--- src/rtl/clock_disp_pkg.sv ---
// Shared types and the BCD-to-7-segment decoder for the stopwatch timebase/display front-end.
// Segment codes are active-low and ordered {g,f,e,d,c,b,a}.
package clock_disp_pkg;

    typedef logic [3:0] bcd_t;
    typedef logic [6:0] seg_t;

    localparam seg_t       SEG_BLANK = 7'h7F;
    localparam logic [3:0] SEL_NONE  = 4'hF;

    function automatic seg_t seg_decode(input bcd_t value);
        seg_t seg;
        case (value)
            4'd0:    seg = 7'h40;
            4'd1:    seg = 7'h79;
            4'd2:    seg = 7'h24;
            4'd3:    seg = 7'h30;
            4'd4:    seg = 7'h19;
            4'd5:    seg = 7'h12;
            4'd6:    seg = 7'h02;
            4'd7:    seg = 7'h78;
            4'd8:    seg = 7'h00;
            4'd9:    seg = 7'h10;
            default: seg = SEG_BLANK;
        endcase
        return seg;
    endfunction

endpackage

--- src/rtl/clock_disp_if.sv ---
// Display bus between the stopwatch core (master: digits) and clock_disp (slave: segments/anodes).
// The dp line exists only when CLOCK_DISP_DP_EN is defined.
interface clock_disp_if;
    import clock_disp_pkg::*;

    bcd_t       d0;
    bcd_t       d1;
    bcd_t       d2;
    bcd_t       d3;
    seg_t       dispDigit;
    logic [3:0] selector;
`ifdef CLOCK_DISP_DP_EN
    logic       dp;
`endif

    modport master (
        output d0, d1, d2, d3,
        input  dispDigit, selector
`ifdef CLOCK_DISP_DP_EN
        , input dp
`endif
    );

    modport slave (
        input  d0, d1, d2, d3,
        output dispDigit, selector
`ifdef CLOCK_DISP_DP_EN
        , output dp
`endif
    );

endinterface

--- src/rtl/clock_disp_seg_mux.sv ---
// Four-digit scan multiplexer: advances the digit index on each fast strobe and registers
// the anode select and decoded segments for the new slot. dp separator with CLOCK_DISP_DP_EN.
module seg_mux
    import clock_disp_pkg::*;
(
    input  logic         clk,
    input  logic         RESET,
    input  logic         fast,
`ifdef CLOCK_DISP_DP_EN
    input  logic         blink,
`endif
    clock_disp_if.slave  bus
);

    logic [1:0] idx_r;
    logic [1:0] idx_next_s;
    bcd_t       digit_s;
    logic [3:0] sel_r;
    seg_t       seg_r;
`ifdef CLOCK_DISP_DP_EN
    logic       dp_r;
`endif

    // Next scan slot and the digit it shows; digits are only sampled when the slot changes.
    always_comb begin
        idx_next_s = idx_r + 2'd1;
        case (idx_next_s)
            2'd0:    digit_s = bus.d0;
            2'd1:    digit_s = bus.d1;
            2'd2:    digit_s = bus.d2;
            2'd3:    digit_s = bus.d3;
            default: digit_s = bus.d0;
        endcase
    end

    // Slot registers; display stays blank until the first fast strobe after reset.
    always_ff @(posedge clk) begin
        if (RESET) begin
            idx_r <= 2'd0;
            sel_r <= SEL_NONE;
            seg_r <= SEG_BLANK;
`ifdef CLOCK_DISP_DP_EN
            dp_r  <= 1'b1;
`endif
        end else if (fast) begin
            idx_r <= idx_next_s;
            sel_r <= ~(4'b0001 << idx_next_s);
            seg_r <= seg_decode(digit_s);
`ifdef CLOCK_DISP_DP_EN
            // Separator sits left of the minutes-units... i.e. lit with digit 2 while blinking.
            dp_r  <= ~((idx_next_s == 2'd2) && blink);
`endif
        end
    end

    assign bus.selector  = sel_r;
    assign bus.dispDigit = seg_r;
`ifdef CLOCK_DISP_DP_EN
    assign bus.dp        = dp_r;
`endif

endmodule

--- src/rtl/clock_disp.sv ---
// Stopwatch timebase (fast / 2 Hz / 1 Hz strobes, 1 Hz blink) plus 4-digit display scan.
// Optional decimal-point separator is enabled by defining CLOCK_DISP_DP_EN.
module clock_disp
    import clock_disp_pkg::*;
#(
    parameter int CLK_FREQ_HZ = 100_000_000,
    parameter int FAST_HZ     = 1000
) (
    input  logic         clk,
    input  logic         RESET,
    clock_disp_if.slave  bus,
    output logic         CLK_FAST,
    output logic         CLK_2HZ,
    output logic         CLK_1HZ,
    output logic         CLK_BLINK
);

    localparam int FAST_DIV = CLK_FREQ_HZ / FAST_HZ;
    localparam int SLOW_DIV = CLK_FREQ_HZ / 2;
    localparam int FW       = (FAST_DIV > 1) ? $clog2(FAST_DIV) : 1;
    localparam int SW       = (SLOW_DIV > 1) ? $clog2(SLOW_DIV) : 1;
    localparam logic [FW-1:0] FAST_LAST = FW'(FAST_DIV - 1);
    localparam logic [SW-1:0] SLOW_LAST = SW'(SLOW_DIV - 1);

    logic [FW-1:0] fast_cnt_r;
    logic [SW-1:0] slow_cnt_r;
    logic          half_r;
    logic          fast_r;
    logic          hz2_r;
    logic          hz1_r;
    logic          blink_r;

    // Dividers, 1 Hz pairing and blink; strobes are high for the cycle after terminal count.
    always_ff @(posedge clk) begin
        if (RESET) begin
            fast_cnt_r <= '0;
            slow_cnt_r <= '0;
            half_r     <= 1'b0;
            fast_r     <= 1'b0;
            hz2_r      <= 1'b0;
            hz1_r      <= 1'b0;
            blink_r    <= 1'b0;
        end else begin
            if (fast_cnt_r == FAST_LAST) begin
                fast_cnt_r <= '0;
                fast_r     <= 1'b1;
            end else begin
                fast_cnt_r <= fast_cnt_r + FW'(1);
                fast_r     <= 1'b0;
            end
            if (slow_cnt_r == SLOW_LAST) begin
                slow_cnt_r <= '0;
                hz2_r      <= 1'b1;
                hz1_r      <= half_r;
                half_r     <= ~half_r;
            end else begin
                slow_cnt_r <= slow_cnt_r + SW'(1);
                hz2_r      <= 1'b0;
                hz1_r      <= 1'b0;
            end
            if (hz2_r) begin
                blink_r <= ~blink_r;
            end
        end
    end

    assign CLK_FAST  = fast_r;
    assign CLK_2HZ   = hz2_r;
    assign CLK_1HZ   = hz1_r;
    assign CLK_BLINK = blink_r;

    seg_mux u_seg_mux (
        .clk   (clk),
        .RESET (RESET),
        .fast  (fast_r),
`ifdef CLOCK_DISP_DP_EN
        .blink (blink_r),
`endif
        .bus   (bus)
    );

endmodule

--- src/flat_wrapper.sv ---
// flat-port wrapper written by rule: the top's interface ports become plain ports
module clock_disp_flat import clock_disp_pkg::*;
#(
    parameter int CLK_FREQ_HZ = 100_000_000,
    parameter int FAST_HZ     = 1000
)
  (clk, RESET, CLK_FAST, CLK_2HZ, CLK_1HZ, CLK_BLINK, bus_d0, bus_d1, bus_d2, bus_d3, bus_dispDigit, bus_selector);
  clock_disp_if bus_i ();
  input  logic clk;
  input  logic RESET;
  output logic CLK_FAST;
  output logic CLK_2HZ;
  output logic CLK_1HZ;
  output logic CLK_BLINK;
  input wire logic [$bits(bus_i.d0)-1:0] bus_d0;
  input wire logic [$bits(bus_i.d1)-1:0] bus_d1;
  input wire logic [$bits(bus_i.d2)-1:0] bus_d2;
  input wire logic [$bits(bus_i.d3)-1:0] bus_d3;
  output wire logic [$bits(bus_i.dispDigit)-1:0] bus_dispDigit;
  output wire logic [$bits(bus_i.selector)-1:0] bus_selector;
  assign bus_i.d0 = bus_d0;
  assign bus_i.d1 = bus_d1;
  assign bus_i.d2 = bus_d2;
  assign bus_i.d3 = bus_d3;
  assign bus_dispDigit = bus_i.dispDigit;
  assign bus_selector = bus_i.selector;
  clock_disp #(.CLK_FREQ_HZ(CLK_FREQ_HZ), .FAST_HZ(FAST_HZ)) u_core (.clk(clk), .RESET(RESET), .bus(bus_i), .CLK_FAST(CLK_FAST), .CLK_2HZ(CLK_2HZ), .CLK_1HZ(CLK_1HZ), .CLK_BLINK(CLK_BLINK));
endmodule
--- config.mk ---
export PLATFORM = sky130hd
export DESIGN_NAME = clock_disp_flat
export DESIGN_NICKNAME = d
export VERILOG_FILES = /design/src/rtl/clock_disp_pkg.sv /design/src/rtl/clock_disp_if.sv /design/src/rtl/clock_disp_seg_mux.sv /design/src/rtl/clock_disp.sv /design/src/flat_wrapper.sv
export SDC_FILE = /design/constraint.sdc
export NUM_CORES = 1
export LEC_CHECK = 0
export ABC_AREA = 1
export BUFFER_PORTS_ARGS = -buffer_cell sky130_fd_sc_hd__buf_2
export CORE_MARGIN = 4
export CORE_UTILIZATION = 45
export CTS_BUF_LIST = sky130_fd_sc_hd__clkbuf_4 sky130_fd_sc_hd__clkbuf_8
export DETAILED_ROUTE_END_ITERATION = 8
export GPL_TIMING_DRIVEN = 1
export RECOVER_POWER = 100
export SLEW_MARGIN = 20
export SYNTH_ARGS = -nofsm -noshare
export SYNTH_HDL_FRONTEND = slang
export SYNTH_HIERARCHICAL = 1
export SYNTH_SLANG_ARGS = --single-unit
--- constraint.sdc ---
create_clock -name clk -period 5.6 [get_ports clk]
set_clock_uncertainty 0.15 [all_clocks]
set_input_delay 1.12 -clock clk [delete_from_list [all_inputs] [get_ports clk]]
set_output_delay 1.12 -clock clk [all_outputs]
set_load 0.1 [all_outputs]
==> flow_summary.ini, run 1 <==
[die]
core-area_um2 = 6910
fp.dieW_um = 92.9
ios = 33
rows = 30
initial_core_util_pct = 47.0
die_h_um = 92.9
dieArea_um2 = 8630

[synth]
seq_area_frac_synth_pct = 37.7
syn_area_um2 = 3240
ys_types = 30
ys_warn_count = 6
ys_ff_latch = 61
netlist_instances = 469
synthesis.nets = 497
syn_avg_cell_area_um2 = 6.91

[detailed_routing]
wl_um = 6660
routed_via_density = 4.75
wl_per_cell_um = 11.0
firstDrtPassIters = 4
drc_errors = 0
vias = 2879
drt_iter0_markers = 95
ant_nets = 0

[clock_network]
htreeDepth = 3
cts_max_path_buffers = 2
cts-root-buf = clkbuf_8
clkLatencyLatePin_ns = 0.33
holdBufCountCts = 0
post_cts_buffers = 0
cts_buffers = 9
cts_resized = 0
cts_sinks = 61
clk_pin_slew_ns = 0.07
cts_tree = built

[sta]
finalSetupViolations = 0
hold_viol = 0
clock.fmax_mhz = 333
worst_slew_pin_slew_ns = 1.19
slew_violations = 0
slew_headroom_pct = 20.9
whs_ns = 0.298
finalCritPeriodShare_pct = 53.6
fin_tns_setup_ns = 0
fin_crit_ns = 3.00
rsz0062_at_grt = false

[critical_path]
worstPathCellList = clkbuf_1
r2r_start = u_core/u_seg_mux/idx_r[0]
path_delay_family = buffers and inverters
crit_slowest_cell = clkbuf_1
end_kind = output port
start_kind = flip-flop
cpPeakStageDelay_ns = 0.90
worstPathArrival_ns = 1.73
crit_path_start = u_core/CLK_FAST
crit_required_ns = 4.33
critPathKind = reg -> out
cp_num_buf_inv = 1
worstPathMaxFanout = 8

[layout]
fillCellCount = 751
diodes = 0
drive_above_1_share_pct = 10.2
final_cell_mix = nand2_1 (125), nor2_1 (92), dfxtp_1 (61), inv_1 (47), nand3_1 (35)
area_delta_synth_final_pct = 10.8
final_common_cell = nand2_1
finalNetCount = 534

[grt]
grt_use_total_pct = 16.5
grt-ovfl-total = 0
grt_pass1_wl_um = 11600
antenna_found_initial = 0
grt_max_degree = 23
grt_pass1_vias = 2617

[power_and_ir_drop]
max-vdd-ir-drop_mv = 0.127
power.density_nw_per_um2 = 228
p_leak_nw = 1.37

[worst_hold_path]
min_from = u_core/slow_cnt_r[0]
holdCritPathClass = reg -> reg

[run_status]
status = finished clean

[place]
hpwl_um = 4990
globalplace.congestion = 0.909
place.port_buffers = 32

[job]
maxCapViolCount = 0
[synth_stat cells]
library cell    n  area (um2)
o22ai_2         1        12.5
buf_6           3        33.8
dfxtp_1        61        1220
or2_1           1        6.26
nor2_1         91         342
and2_1          2        12.5
xor2_1         12         105
o21ai_0         9        45.0
ha_1           10         125
nand2_1       123         462
nor3_1          3        15.0
a21oi_1        19        95.1
nand3_2         1        10.0
nand2_2         4        25.0
inv_1          47         176
nand4_1         8        50.1
clkbuf_1        1        3.75
nand3_1        35         175
inv_2           1        3.75
buf_1           1        3.75
nand2_4         3        33.8
o21ai_4         2        32.5
o21ai_1         2        10.0
o211ai_1        1        7.51
buf_2           1        5.00
xnor2_1        13         114
nor2_4          5        56.3
nor2_2          7        43.8
or2_4           1        8.76
o21ai_2         1        8.76
[sequential cells by signal (all words and copies together), names as in the netlist]
signal,flops
u_core/slow_cnt_r,26
u_core/fast_cnt_r,17
u_core/u_seg_mux/bus.dispDigit,7
u_core/u_seg_mux/bus.selector,4
u_core/u_seg_mux/idx_r,2
u_core/CLK_1HZ,1
u_core/CLK_2HZ,1
u_core/CLK_BLINK,1
u_core/CLK_FAST,1
u_core/half_r,1
[per-stage QoR]
step                      std cells  cell area, um2  utilization, %  total power, W  setup WS (ns)
after CTS                       606            3650            52.8        0.000835           2.98
final                           606            3590            52.0        0.000820           2.60
after global placement          591            3480            50.3        0.000488           3.03
after floorplan                 469            3240               -        0.000479           3.18
after global routing            606            3590            52.0        0.000856           2.53
after detailed placement        591            3480            50.3        0.000489           2.97
[routing by layer]
| metal | GRT usage [%] | up-vias | share of wire (%) |
|---|---|---|---|
| li1 | - | 1539 | - |
| met1 | 21.6 | 1284 | 50 |
| met2 | 26.3 | 48 | 45 |
| met3 | 3.25 | 8 | 3.9 |
| met4 | 7.20 | 0 | 1.4 |
| met5 | 0 | - | 0 |
[worst register-to-register path, delay by kind of cell, from the launching register on]
family | cells | cell delay [ns]
AOI/OAI and AO/OA | 2 | 0.91
adders and majority gates | 2 | 0.53
buffers and inverters | 2 | 0.28
DFF | 1 | 0.38
and+or+nand+nor | 5 | 0.34
[cell families (layout without fill, tap and decap cells)]
family | Yosys count | count (layout) | synth area share [%]
fa+ha+maj | 10 | 10 | 3.86
simple gates | 284 | 284 | 38.2
flops | 61 | 61 | 37.7
compound gates | 35 | 35 | 6.52
buf+inv | 54 | 95 | 6.98
xor+xnor | 25 | 25 | 6.75
[area by class of cell]
| class | instances | area (um2) | share of cell area (%) |
|---|---|---|---|
| repair buffers | 32 | 140 | 3.90 |
| well taps | 96 | 120 | 3.34 |
| clock buffers | 11 | 145 | 4.04 |
| clock inverters | 4 | 25.0 | 0.696 |
| multi-input cells | 354 | 1760 | 49.0 |
| flip-flops and latches | 61 | 1220 | 34.0 |
| inverters | 48 | 180 | 5.01 |
[final timing paths]
kind | end | slack (ns) | cells past startpoint
worst max-delay path | CLK_FAST | 2.60 | 1
worst min-delay path | u_core/slow_cnt_r[0] | 0.30 | 1
worst max register to register | u_core/u_seg_mux/bus.dispDigit[5] | 2.90 | 11
worst min register to register | u_core/slow_cnt_r[0] | 0.30 | 1
[where the power goes]
part | total [W] | internal (W) | switching, W
logic | 0.0000365 | 0.0000140 | 0.0000225
clock network | 0.000344 | 0.000173 | 0.000170
registers | 0.000440 | 0.000437 | 0.00000233
(Power assumes the default switching activity.)
==> inputs of run 2 (changes only) <==
Settings changed: ABC_AREA 1 to 0, PLACE_DENSITY from default to 0.66.
Clock period 5.6 ns to 2.44 ns, I/O delays scaled along.
==> run 2 against run 1 <==
Effect of this change: global-route usage fell by 1.2 points; via count fell by 14%; critical path type is now reg -> reg; largest cell class unchanged; first-iteration DRC count rose by 28%; hold slack barely moved; largest power group unchanged; highest routed layer unchanged.
==> flow_summary.ini, run 2 <==
[worst_hold_path]
holdCritPathClass = reg -> reg
min_from = u_core/fast_cnt_r[0]

[place]
dp_cells = 441
place.port_buffers = 32
place_area_um2 = 3150
hpwl_um = 4090
globalplace.congestion = 0.818

[sta]
fin_tns_setup_ns = 0
slew_violations = 0
rsz0062_at_grt = false
slew_headroom_pct = 22.3
finalSetupViolations = 0
finalCritPeriodShare_pct = 95.4
fin_crit_ns = 2.33
hold_viol = 0
whs_ns = 0.298
worst_slew_pin_slew_ns = 1.17
clock.fmax_mhz = 430

[synth]
synth_top_area_share_pct = 41.8
yosys_most_used_dff = dfxtp_1
ys_warn_count = 6
seq_area_frac_synth_pct = 41.8
syn_area_um2 = 2920
syn_avg_cell_area_um2 = 8.64
ys_ff_latch = 61
netlist_instances = 338
async_flop_share_pct = 0
synth_area_leaders = dfxtp_1 (42%), xnor2_1 (6.3%), nor2_1 (5.1%)
synth_edf_count = 0
ys_types = 49
synthTopCellsByCount = dfxtp_1 (61), nor2_1 (40), nand2_1 (27), a21oi_1 (24), xnor2_1 (21)
synthesis.nets = 366
yosysTopAreaCell = dfxtp_1
synth_most_common_cell = dfxtp_1

[critical_path]
start_kind = flip-flop
cp_num_buf_inv = 1
crit_path_start = u_core/slow_cnt_r[7]
worstPathArrival_ns = 2.39
end_kind = flip-flop
crit_required_ns = 2.50
worstPathMaxFanout = 9
path_delay_family = simple AND/OR/NAND/NOR gates
crit_slowest_cell = or4_1
critPathKind = reg -> reg
cpPeakStageDelay_ns = 0.56
r2r_start = u_core/slow_cnt_r[7]
worstPathCellList = or4_1 > nor4_1 > a31o_2 > buf_2 > a21oi_1

[clock_network]
cts_buffers = 9
htreeDepth = 3
cts-root-buf = clkbuf_8
clkLatencyLatePin_ns = 0.33
post_cts_buffers = 0
cts_sinks = 61
cts_resized = 0
cts_max_path_buffers = 2
clk_pin_slew_ns = 0.06
holdBufCountCts = 0
cts_tree = built

[layout]
area_delta_synth_final_pct = 13.5
stdcell_area_um2 = 3320
finalNetCount = 403
drive_above_1_share_pct = 14.7
diodes = 0
fillCellCount = 620
instances_no_fill = 457
regMostFlops = u_core/slow_cnt_r
final_common_cell = dfxtp_1
final_cell_mix = dfxtp_1 (61), nor2_1 (40), nand2_1 (27), a21oi_1 (25), xnor2_1 (21)
largest_reg_flops = 26

[die]
ios = 33
rows = 29
die_h_um = 88.6
core-area_um2 = 6310
dieArea_um2 = 7840
fp.dieW_um = 88.6
initial_core_util_pct = 46.3

[grt]
grt_max_degree = 22
antenna_found_initial = 0
grt_pass1_vias = 2150
grt_pass1_wl_um = 9480
grt_use_total_pct = 15.3
grt-ovfl-total = 0

[power_and_ir_drop]
power.density_nw_per_um2 = 597
max-vdd-ir-drop_mv = 0.322
p_leak_nw = 1.16
design_power_total_w = 0.00198

[detailed_routing]
drc_errors = 0
routed_via_density = 5.42
wl_um = 5730
ant_nets = 0
firstDrtPassIters = 4
wl_per_cell_um = 12.5
vias = 2477
drt_iter0_markers = 122

[job]
maxCapViolCount = 0

[run_status]
status = finished clean
-- run 2: cell count changes after synthesis, sizes merged, moves of 5 or more --
cell,previous run,this run
nor4,0,6
inv,48,19
a21oi,19,25
nand2,130,27
clkbuf,1,6
xnor2,13,21
or4,0,11
xor2,12,5
nand3,36,12
o31ai,0,9
nor3,3,11
or3,0,11
nor2,103,41
-- run 2: logic make-up (layout without fill, tap and decap cells) --
logic type	after synthesis	after routing	share of synthesized area (%)
XOR/XNOR	26	26	7.80
AND/OR/NAND/NOR	140	140	25.6
multiplexers	4	4	1.50
buffers and inverters	31	73	4.93
adder cells (fa/ha/maj)	10	10	4.28
flip-flops	61	61	41.8
AO/OA/AOI/OAI	66	66	14.1
-- run 2: stage by stage --
step	setup slack (ns)	utilization, %
after floorplan	0.258	-
after global placement	0.247	49.9
after detailed placement	0.182	49.9
after CTS	0.169	53.1
after global routing	0.0160	52.5
final	0.112	52.5
-- run 2: layout make-up --
class	instances	area (um2)	area share [%]
clock buffers	12	153	4.60
clock inverters	4	47.5	1.43
inverters	19	71.3	2.15
multi-input cells	246	1540	46.5
flip-flops and latches	61	1220	36.8
well taps	77	96.3	2.91
repair buffers	38	184	5.55
-- run 2: worst paths after layout --
kind	to	slack [ns]	cells past startpoint
setup / recovery	u_core/slow_cnt_r[24]	0.11	5
hold / removal	u_core/fast_cnt_r[0]	0.30	1
setup reg to reg	u_core/slow_cnt_r[24]	0.11	5
hold reg to reg	u_core/fast_cnt_r[0]	0.30	1
-- run 2: layer usage --
metal | track usage [%] | share of wire (%)
met1 | 20.0 | 48
met2 | 23.2 | 45
met3 | 4.66 | 6.2
met4 | 6.87 | 0.63
met5 | 0 | 0
-- run 2: power breakdown --
group	leakage (nW)	internal, W	switching (W)
sequential	0.493	0.00100	0.00000750
combinational	0.562	0.0000340	0.0000465
clock	0.103	0.000519	0.000369
-- run 2: worst register-to-register path, stage by stage (launching register included) --
cell	delay (ns)
dfxtp_1	0.37
or4_1	0.56
nor4_1	0.47
a31o_2	0.35
buf_2	0.25
a21oi_1	0.06
==> inputs of run 3 (changes only) <==
Settings changed: ABC_AREA 0 to 1.
==> run 3 against run 2 <==
Effect of this change: die area up 10%; combinational power rose by 7.1%; sequential power about the same; utilization is 0.056 points higher; final area grew 9.5%; hold slack worse by 0.0024 ns; clock power decreased by 9.7%; maximum frequency grew 7.3%; register-to-register slack improved by 0.21 ns; final cell count grew 33%; critical path depth shrank 4; critical path type is now reg -> out.
==> flow_summary.ini, run 3 (synthesis gave the netlist of run 1 again) <==
[run_status]
status = finished clean

[critical_path]
worstPathCellList = buf_1
worstPathArrival_ns = 1.53
crit_path_start = u_core/u_seg_mux/bus.selector[0]
crit_required_ns = 1.80
crit_slowest_cell = buf_1
path_delay_family = buffers and inverters
cp_num_buf_inv = 1
worstPathMaxFanout = 2
r2r_start = u_core/u_seg_mux/idx_r[0]
start_kind = flip-flop
critPathKind = reg -> out
cpPeakStageDelay_ns = 0.87
end_kind = output port

[sta]
finalCritPeriodShare_pct = 88.9
slew_violations = 0
slew_headroom_pct = 22.5
worst_slew_pin_slew_ns = 1.17
finalSetupViolations = 0
clock.fmax_mhz = 461
fin_crit_ns = 2.17
hold_viol = 0
fin_tns_setup_ns = 0
rsz0062_at_grt = false

[layout]
final_common_cell = nand2_1
final_cell_mix = nand2_1 (125), nor2_1 (94), dfxtp_1 (61), inv_1 (47), nand3_1 (35)
regMostFlops = u_core/slow_cnt_r
multi_input_area_um2 = 1770
finalNetCount = 534
instances_no_fill = 607
diodes = 0
stdcell_area_um2 = 3630
drive_above_1_share_pct = 13.1
area_delta_synth_final_pct = 12.0
fillCellCount = 718
largest_reg_flops = 26
ff_latch_area_um2 = 1220

[clock_network]
clk_pin_slew_ns = 0.07
clkLatencyLatePin_ns = 0.33
holdBufCountCts = 0
htreeDepth = 3
cts_max_path_buffers = 2
cts_resized = 0
cts_buffers = 9
post_cts_buffers = 0
cts_tree = built
cts_sinks = 61
cts-root-buf = clkbuf_8

[die]
die_h_um = 92.9
rows = 30
ios = 33
initial_core_util_pct = 47.0
core-area_um2 = 6910
fp.dieW_um = 92.9
dieArea_um2 = 8630

[job]
maxCapViolCount = 0

[detailed_routing]
firstDrtPassIters = 4
ant_nets = 0
drt_iter0_markers = 171
wl_um = 6620
routed_via_density = 4.76
drc_errors = 0
routed-wl-met2_um = 2910
wl_per_cell_um = 10.9
top_layer = met4
vias = 2889
drt-met1-wl_um = 3260
wl_met3_um = 360

[power_and_ir_drop]
p_leak_nw = 1.42
power.density_nw_per_um2 = 523
max-vdd-ir-drop_mv = 0.342

[place]
globalplace.congestion = 0.837
place_area_um2 = 3480
dp_cells = 591
place.port_buffers = 32
hpwl_um = 4930

[grt]
grt_pass1_wl_um = 12000
antenna_found_initial = 0
grt_pass1_vias = 2776
grt_use_total_pct = 17.0
grt_max_degree = 23
grt-ovfl-total = 0

[worst_hold_path]
min_from = u_core/half_r
holdCritPathClass = reg -> reg
==> run 3: cell types whose count changed in the layout (fill, tap and decap cells not counted), moves of 11 or more <==
| cell | delta |
|---|---|
| nand3_1 | +24 |
| clkbuf_1 | -11 |
| or3_1 | -11 |
| nand2_1 | +98 |
| inv_1 | +29 |
| nor2_1 | +54 |
==> run 3: cell type report <==
class                           count  area share, %
Sequential cell                    61           33.6
Multi-Input combinational cell    354           48.7
Inverter                           48           4.96
Timing Repair Buffer               32           4.38
Tap cell                           96           3.31
Clock inverter                      4          0.620
Clock buffer                       12           4.38
==> run 3: report_power, final <==
group / internal (W) / total, W / leakage [nW] / switching [W]
Sequential: 0.00100 / 0.00101 / 0.493 / 0.00000571
Clock: 0.000430 / 0.000801 / 0.0956 / 0.000371
Combinational: 0.0000338 / 0.0000862 / 0.832 / 0.0000524
Total: 0.00147 / 0.00190 / 1.42 / 0.000430
==> run 3: worst paths after layout <==
kind                                            end  slack (ns)  cells after the start
setup / recovery                    bus_selector[0]        0.27                      1
hold / removal                       u_core/CLK_1HZ        0.30                      2
setup reg to reg  u_core/u_seg_mux/bus.dispDigit[3]        0.32                     13
hold reg to reg                      u_core/CLK_1HZ        0.30                      2
==> run 3: stage by stage <==
stage	setup slack, ns	util (%)	hold slack [ns]	power [W]
floorplan	0.458	-	0.267	0.00110
global placement	0.377	50.3	0.279	0.00112
detailed placement	0.301	50.3	0.291	0.00112
CTS	0.289	53.0	0.304	0.00194
global route	0.0813	52.6	0.324	0.00200
finish	0.271	52.6	0.296	0.00190
==> run 3: metal layers <==
metal	vias up	global-route usage, %
li1	1542	-
met1	1286	21.2
met2	55	27.6
met3	6	4.87
met4	0	6.59
met5	-	0
